$ cat config.mk
export PLATFORM = sky130hd
export DESIGN_NAME = memory_r2_tank_port
export DESIGN_NICKNAME = d
export VERILOG_FILES = /design/src/rtl/memory_r2_tank_port.sv
export SDC_FILE = /design/constraint.sdc
export NUM_CORES = 1
export LEC_CHECK = 0
export BUFFER_PORTS_ARGS = -buffer_cell sky130_fd_sc_hd__buf_4
export CAP_MARGIN = 10
export CORE_MARGIN = 3
export CORE_UTILIZATION = 50
export DETAILED_ROUTE_END_ITERATION = 12
export HOLD_SLACK_MARGIN = 0.06
export PLACE_DENSITY_LB_ADDON = 0.25
export SYNTH_ARGS = -nofsm -noshare
export SYNTH_HDL_FRONTEND = slang
export SYNTH_SLANG_ARGS = --single-unit
$ cat constraint.sdc
create_clock -name r2_clk -period 2.4 [get_ports r2_clk]
set_input_delay 0.48 -clock r2_clk [delete_from_list [all_inputs] [get_ports r2_clk]]
set_output_delay 0.48 -clock r2_clk [all_outputs]
set_load 0.01 [all_outputs]
$ cat src/rtl/memory_r2_tank_port.sv
// -----------------------------------------------------------------------------
// memory_r2_tank_port
//
// Access controller for one mercury tank of the regenerative store.
//
// The tank is a 576-bit delay line (32 slots x 18 bit periods). Its output is
// r2_mob and its input is r2_mib. While the controller is idle it recirculates
// r2_mob into r2_mib, so the tank keeps its contents. A free-running position
// counter (slot_pos, bit_pos) names the bit that is on r2_mob in each cycle.
// Because the loop is exactly one circulation long, a bit driven onto r2_mib
// at position P is the bit seen on r2_mob the next time the counter reads P.
//
// Ports
//   r2_clk     bit-period clock
//   r2_rst_n   synchronous reset, active low. While it is low the tank
//              recirculates, so its contents survive reset.
//   r2_mob     serial bit emerging from the tank
//   r2_mib     serial bit entering the tank (combinational)
//   acc_req    word access request, taken only while acc_ready = 1
//   acc_we     1 = write, 0 = read. Sampled on acceptance.
//   acc_addr   slot number. Sampled on acceptance.
//   acc_wdata  17-bit write word. Sampled on acceptance.
//   clr_req    clear-whole-tank request. Beats acc_req in the same cycle.
//   acc_ready  idle; a request presented now is accepted
//   acc_done   one-cycle pulse when an access or a clear completes
//   acc_rdata  last word read, held until the next read completes
//   slot_pos   slot of the bit currently on r2_mob
//   bit_pos    bit index (0..17) of the bit currently on r2_mob
// -----------------------------------------------------------------------------
module memory_r2_tank_port #(
   parameter int SLOT_BITS = 18,
   parameter int SLOTS     = 32
) (
   input  logic        r2_clk,
   input  logic        r2_rst_n,
   input  logic        r2_mob,
   output logic        r2_mib,
   input  logic        acc_req,
   input  logic        acc_we,
   input  logic [4:0]  acc_addr,
   input  logic [16:0] acc_wdata,
   input  logic        clr_req,
   output logic        acc_ready,
   output logic        acc_done,
   output logic [16:0] acc_rdata,
   output logic [4:0]  slot_pos,
   output logic [4:0]  bit_pos
);

   localparam logic [4:0] GAP_BIT   = 5'(SLOT_BITS - 1);
   localparam logic [4:0] LAST_SLOT = 5'(SLOTS - 1);
   localparam logic [9:0] CLR_LAST  = 10'(SLOT_BITS * SLOTS - 1);

   typedef enum logic [1:0] {
      ST_IDLE  = 2'd0,
      ST_WAIT  = 2'd1,
      ST_XFER  = 2'd2,
      ST_CLEAR = 2'd3
   } state_t;

   state_t      state;
   state_t      state_nxt;

   logic        we_q;
   logic [4:0]  addr_q;
   logic [16:0] wdata_q;
   logic [16:0] rbuf;
   logic [9:0]  clr_cnt;

   logic        at_gap;
   logic [4:0]  slot_nxt;
   logic        idle_hit;
   logic        wait_hit;
   logic        accept_clr;
   logic        accept_acc;
   logic        xfer_last;
   logic        clr_last;

   // ---- position counter: never stalls, tracks the bit on r2_mob ----
   always_ff @(posedge r2_clk) begin
      if (!r2_rst_n) begin
         slot_pos <= '0;
         bit_pos  <= '0;
      end else if (bit_pos == GAP_BIT) begin
         bit_pos  <= '0;
         slot_pos <= slot_nxt;
      end else begin
         bit_pos  <= bit_pos + 5'd1;
      end
   end

   assign at_gap   = (bit_pos == GAP_BIT);
   assign slot_nxt = (slot_pos == LAST_SLOT) ? 5'd0 : slot_pos + 5'd1;

   // The transfer state must be present during the cycle whose position is
   // (addr,0), so the decision is taken one cycle earlier, at (addr-1,17).
   // An acceptance at (addr,0) therefore waits a full circulation.
   assign idle_hit   = at_gap && (slot_nxt == acc_addr);
   assign wait_hit   = at_gap && (slot_nxt == addr_q);

   assign accept_clr = (state == ST_IDLE) && clr_req;
   assign accept_acc = (state == ST_IDLE) && !clr_req && acc_req;
   assign xfer_last  = (state == ST_XFER) && at_gap;
   assign clr_last   = (state == ST_CLEAR) && (clr_cnt == CLR_LAST);

   // ---- state register ----
   always_ff @(posedge r2_clk) begin
      if (!r2_rst_n) begin
         state <= ST_IDLE;
      end else begin
         state <= state_nxt;
      end
   end

   // ---- next-state logic ----
   always_comb begin
      state_nxt = state;
      case (state)
         ST_IDLE: begin
            if (clr_req) begin
               state_nxt = ST_CLEAR;
            end else if (acc_req) begin
               state_nxt = idle_hit ? ST_XFER : ST_WAIT;
            end
         end
         ST_WAIT: begin
            if (wait_hit) begin
               state_nxt = ST_XFER;
            end
         end
         ST_XFER: begin
            if (at_gap) begin
               state_nxt = ST_IDLE;
            end
         end
         ST_CLEAR: begin
            if (clr_cnt == CLR_LAST) begin
               state_nxt = ST_IDLE;
            end
         end
         default: state_nxt = ST_IDLE;
      endcase
   end

   // ---- outputs: tank input and handshake ----
   always_comb begin
      acc_ready = (state == ST_IDLE);
      r2_mib    = r2_mob;
      if (r2_rst_n) begin
         case (state)
            ST_XFER: begin
               // wdata_q shifts down once per transfer bit, so bit 0 is
               // always the bit due now; the gap is written as zero.
               if (we_q) begin
                  r2_mib = at_gap ? 1'b0 : wdata_q[0];
               end
            end
            ST_CLEAR: r2_mib = 1'b0;
            default:  r2_mib = r2_mob;
         endcase
      end
   end

   // ---- request capture and serial data shifting ----
   always_ff @(posedge r2_clk) begin
      if (accept_acc) begin
         we_q    <= acc_we;
         addr_q  <= acc_addr;
         wdata_q <= acc_wdata;
      end else if (state == ST_XFER) begin
         wdata_q <= wdata_q >> 1;
      end

      // Bits arrive LSB first; after 17 shifts bit 0 has reached rbuf[0].
      if ((state == ST_XFER) && !at_gap) begin
         rbuf <= {r2_mob, rbuf[16:1]};
      end

      if (accept_clr) begin
         clr_cnt <= '0;
      end else if (state == ST_CLEAR) begin
         clr_cnt <= clr_cnt + 10'd1;
      end
   end

   // ---- completion pulse and read result ----
   always_ff @(posedge r2_clk) begin
      if (!r2_rst_n) begin
         acc_done  <= 1'b0;
         acc_rdata <= '0;
      end else begin
         acc_done <= xfer_last || clr_last;
         if (xfer_last && !we_q) begin
            acc_rdata <= rbuf;
         end
      end
   end

endmodule

After elaboration in Yosys (flattened, before gate mapping) --
Index checks and enable logic that the tools add are counted.
Word-level totals: register bits after elaboration 80
Operators by class: reductions and logical operators 17, add/subtract/negate cells 3, multiplexer cells 14, bitwise gates (word level) 1, equal/unequal tests 12
Operators with widths (count):
- 2-to-1 mux 17 bit | 2
- 2-to-1 mux 2 bit | 6
- adder 10 x 1 -> 10 bit (second input constant) | 1
- adder 5 x 1 -> 5 bit (second input constant) | 2
- == test 10 bit (second input constant) | 1
- == test 5 bit | 2
- == test 5 bit (second input constant) | 2
- logical AND 1 bit | 9
- case mux 2 bit (4 select lines) | 1
- 2-to-1 mux 5 bit | 1
- == test 2 bit (second input constant) | 2
- != test 2 bit (second input constant) | 2
- AND reduction 4 bit | 1
- logical NOT 1 bit | 3
- 2-to-1 mux 1 bit | 3
- != test 3 bit (second input constant) | 1
- == test 2 x 1 -> 1 bit (second input constant) | 1
- logical NOT 2 bit | 1
- != test 2 x 1 -> 1 bit (second input constant) | 1
- case mux 1 bit (2 select lines) | 1
- nonzero test 2 bit | 1
- OR reduction 2 bit | 1
- logical OR 1 bit | 1
- NOT 1 bit | 1

Logic depth before layout (Yosys ltp) --
depth after elaboration 8, depth in mapped cells 8, mapped depth without buffers 8

Worst setup path before layout --
Ideal clock, no wire load.
kind flip-flop to flip-flop, start register slot_pos[0], end register state[0], clock period less this slack 2345 ps, slack 55 ps, cell stages (with the launch flop) 9, arrival time 2205 ps, cells stage by stage dfxtp_1 > ha_1 > and3_1 > ha_1 > nor2_1 > xor2_1 > or4_1 > o41ai_1 > a31oi_1
Between the ends: cells in the longest elaborated chain, start to end 8
RTL lines:
- start, declared | line 46 | output logic [4:0] slot_pos,
- start signal, assigned | line 86 | slot_pos <= slot_nxt;
- adder 5 x 1 -> 5 bit / == test 5 bit (equally long branches) | line 93 | assign slot_nxt = (slot_pos == LAST_SLOT) ? 5'd0 : slot_pos + 5'd1;
- 2-to-1 mux 5 bit * | line 93
- == test 5 bit | line 98 | assign idle_hit = at_gap && (slot_nxt == acc_addr);
- logical AND 1 bit | line 98
- 2-to-1 mux 2 bit | line 123 | state_nxt = idle_hit ? ST_XFER : ST_WAIT;
- 2-to-1 mux 2 bit | line 122 | end else if (acc_req) begin
- 2-to-1 mux 2 bit | line 120 | if (clr_req) begin
- case mux 2 bit (4 select lines) | line 118 | case (state)
- end signal, assigned | line 111 | state <= state_nxt;
- end, declared | line 61 | state_t state;
Mark *: on every way between the ends. The rest lies on a longest branch, timed or not. The select of a mux whose other input is x is not followed. A chain may end at the register's enable or synchronous reset.

Final worst setup path --
start register bit_pos[1], end output port r2_mib
Between the ends: cells in the longest elaborated chain, start to end 5
RTL lines:
- start, declared | line 47 | output logic [4:0] bit_pos
- start signal, assigned | line 88 | bit_pos <= bit_pos + 5'd1;
- == test 5 bit | line 92 | assign at_gap = (bit_pos == GAP_BIT);
- 2-to-1 mux 1 bit | line 155 | r2_mib = at_gap ? 1'b0 : wdata_q[0];
- 2-to-1 mux 1 bit | line 154 | if (we_q) begin
- case mux 1 bit (2 select lines) | line 150 | case (state)
- 2-to-1 mux 1 bit | line 149 | if (r2_rst_n) begin
- end, declared | line 37 | output logic r2_mib,
Every way passes these cells.

==> summary.md <==
| Metric | Value |
|---|---|
| Result of the run | completed |
| Post-DR vias/cell | 5.30 |
| Number of max-cap violations | 0 |
| R2R Path End | state[0]$_SDFFE_PN0P_ |
| Grt ovf | 0 |
| Starting density of the core | 53.7% |
| Clock buffer depth | 2 |
| Antenna diode count | 0 |
| RSZ-0062 raised after global routing | no |
| Mux cell area share after synthesis | 6.50% |
| Drt total wl | 6.25 mm |
| Die footprint | 7600 um2 |
| Post-CTS Setup Bufs | 0 |
| Last element of the critical path | r2_mib |
| Worst Tran Pin Value | 0.593 ns |
| Syn nets | 311 |
| Post-Synth Adder-Cell Area | 1.90% |
| Reg clk slew, reported paths | 0.08 ns |
| Worst-Skew Late Latency | 0.35 ns |
| CP required | 1.92 ns |
| Kind of end point of the critical path | output pin |
| Post-synthesis compound-gate area fraction | 7.83% |
| Commonest cells after routing, fill and taps aside | buf_4 (67), nand2_1 (41), dfxtp_1 (40), edfxtp_1 (40), nor2_1 (18) |
| Worst min path class | input port to register |
| XOR/XNOR share of the synthesized area | 5.32% |
| DRT iter0 DRCs | 96 |
| PD cells | 800 nW/um2 |
| DR WL/cell | 14.7 um |
| Nets | 377 |
| Drc violations | 0 |
| Tmin final | 2.26 ns |
| H-tree depth | 3 |
| Final hold vios | 0 |
| Period utilisation layout | 94.1% |
| Ys Warns | 0 |
| Vias in the first global route | 2204 |
| Placed Cells | 408 |
| Via count | 2248 |
| # setup viols final | 0 |
| Relative slew slack | 60.5% |
| Number of synthesized register bits | 80 |
| CP Class | register to output pin |
| TritonCTS clock tree | built |
| DRT antenna net count | 0 |
| Row count | 28 |
| Total design power | 0.00325 W |
| Initial DRT Pass Iterations | 4 |
| Fill cell instance count of the final layout | 490 |
| Critical Path Start | bit_pos[1]$_SDFF_PP0_ |
| P_leak | 1.56 nW |
| DP Wirelength | 4.36 mm |
| Clock Sinks | 80 |
| Finished Layout Cells | 424 |
| Worst path arrival time | 1.78 ns |
| Die H | 87.2 um |
| Initial antenna violation count | 0 |
| Fmax | 443 MHz |
| Post-Syn Area per Cell | 11.8 um2 |
| Io pins | 58 |
| First-pass GRT wire length | 10.3 mm |
| Clock skew | 0.00938 ns |
| Most common cell after layout, fill and taps aside | buf_4 |
| R2r setup slk | 0.20 ns |
| Syn Inst Count | 278 |
| Largest net degree at the start of global routing | 23 |
| Synthesis-to-layout area growth | 23.6% |
| Fin Setup TNS | 0 ns |
| Placer Congestion | 0.827 |
| Hold_buf cts | 0 |
| Worst flop-to-flop path startpoint | slot_pos[1]$_SDFFE_PN0P_ |
| Number of buffers created by CTS | 9 |
| Die Wd | 87.2 um |
| Resize count post-CTS | 0 |
| CTS root buffer | clkbuf_8 |
| Post-synthesis sequential area ratio | 60.8% |
| Worst reg2reg path depth | 8 |
| Post-synthesis simple-gate area fraction | 16.1% |
| Fraction of layout cells with a size suffix above 1 | 31.2% |
| Startpoint Class | register |
| Largest family of logic cells by synthesized area | simple AND/OR/NAND/NOR gates |
| Synthesized area | 3290 um2 |
| # port buffers | 57 |
| Library cells used by synthesis | 39 |
| Final Max Slew Viols | 0 |
| Worst Path Max Fanout | 9 |
| Overall global routing resource usage | 17.8% |
| Peak VDD IR | 0.000646 V |
| Core Box Area | 6130 um2 |
| Final hold slack | 0.310 ns |
critical path, stage by stage, from the launching register on:
cell,delay (ns)
dfxtp_1,0.38
inv_1,0.06
ha_1,0.22
nand4bb_4,0.18
nand2_1,0.16
o31ai_2,0.27
buf_4,0.16
worst min path at each step:
| stage | startpoint | end | cells past startpoint |
|---|---|---|---|
| CTS | acc_we | we_q$_DFFE_PP_ | 1 |
| global route | acc_we | we_q$_DFFE_PP_ | 1 |
| finish | acc_we | we_q$_DFFE_PP_ | 1 |
| global placement | rbuf[3]$_DFFE_PP_ | rbuf[2]$_DFFE_PP_ | 0 |
| floorplan | rbuf[1]$_DFFE_PP_ | rbuf[0]$_DFFE_PP_ | 0 |
| detailed placement | rbuf[3]$_DFFE_PP_ | rbuf[2]$_DFFE_PP_ | 0 |
through the flow:
| stage | worst slack, ns | util, % | area, um2 |
|---|---|---|---|
| 2_1_floorplan | 0.0553 | - | 3290 |
| 3_3_place_gp | 0.171 | 62.7 | 3840 |
| 3_5_place_dp | 0.0408 | 62.7 | 3840 |
| 4_1_cts | 0.0407 | 65.7 | 4030 |
| 5_1_grt | 0.00375 | 66.4 | 4070 |
| 6_report | 0.142 | 66.4 | 4070 |
power by group:
part	internal [W]	switching (W)	leakage, nW
registers	0.00171	0.000122	0.696
clock network	0.000394	0.000528	0.0891
logic	0.000242	0.000261	0.773
total	0.00234	0.000911	1.56
sequential cells by signal, summed over array words and instances, names as in the netlist:
register   flops
clr_cnt       10
acc_done       1
we_q           1
wdata_q       17
addr_q         5
acc_rdata     17
slot_pos       5
rbuf          17
state          2
bit_pos        5
per-layer routing:
layer,track usage (%),vias to the layer above,routed length (um)
met5,0,-,0
met1,24.5,1057,2880
met4,8.51,0,142
met2,26.6,51,2920
met3,3.97,13,313
li1,-,1127,-
cells by family (layout without fill, tap and decap cells):
kind of cell / after synthesis / in the layout
simple gates: 104 / 104
flops: 80 / 80
compound gates: 37 / 37
xor+xnor: 20 / 20
mux: 19 / 19
buf+inv: 13 / 84
fa+ha+maj: 5 / 5
area by class of cell:
cell class                      instances  area, um2  share of cell area [%]
Tap cell                               75       93.8                    2.31
Inverter                                1       3.75                  0.0923
Multi-Input combinational cell        185       1280                    31.5
Clock buffer                            9        124                    3.04
Timing Repair Buffer                   67        503                    12.4
Sequential cell                        80       2000                    49.2
Clock inverter                          7       58.8                    1.45
cells in the mapped netlist, drive strengths merged:
cell | count | area (um2)
nand2b | 4 | 25.0
ha | 5 | 62.6
o22ai | 1 | 6.26
dfxtp | 40 | 801
a31oi | 1 | 6.26
mux2 | 16 | 180
o211ai | 1 | 7.51
nand3 | 5 | 25.0
a21boi | 18 | 135
buf | 2 | 10.0
and3 | 6 | 37.5
o2111a | 1 | 11.3
o31ai | 2 | 15.0
or3b | 1 | 8.76
o41ai | 2 | 17.5
nor4 | 2 | 12.5
xor2 | 8 | 70.1
nor2 | 19 | 71.3
or4b | 1 | 10.0
mux2i | 3 | 33.8
or4 | 1 | 7.51
o21ai | 3 | 15.0
and4 | 4 | 35.0
nor2b | 6 | 37.5
clkbuf | 10 | 37.5
and2 | 4 | 25.0
a21oi | 7 | 35.0
nor3 | 6 | 35.0
or3 | 1 | 6.26
inv | 1 | 3.75
a41oi | 1 | 8.76
xnor2 | 12 | 105
nand2 | 41 | 154
nand4 | 2 | 12.5
nand4bb | 1 | 27.5
edfxtp | 40 | 1200
(Power assumes the default switching activity.)
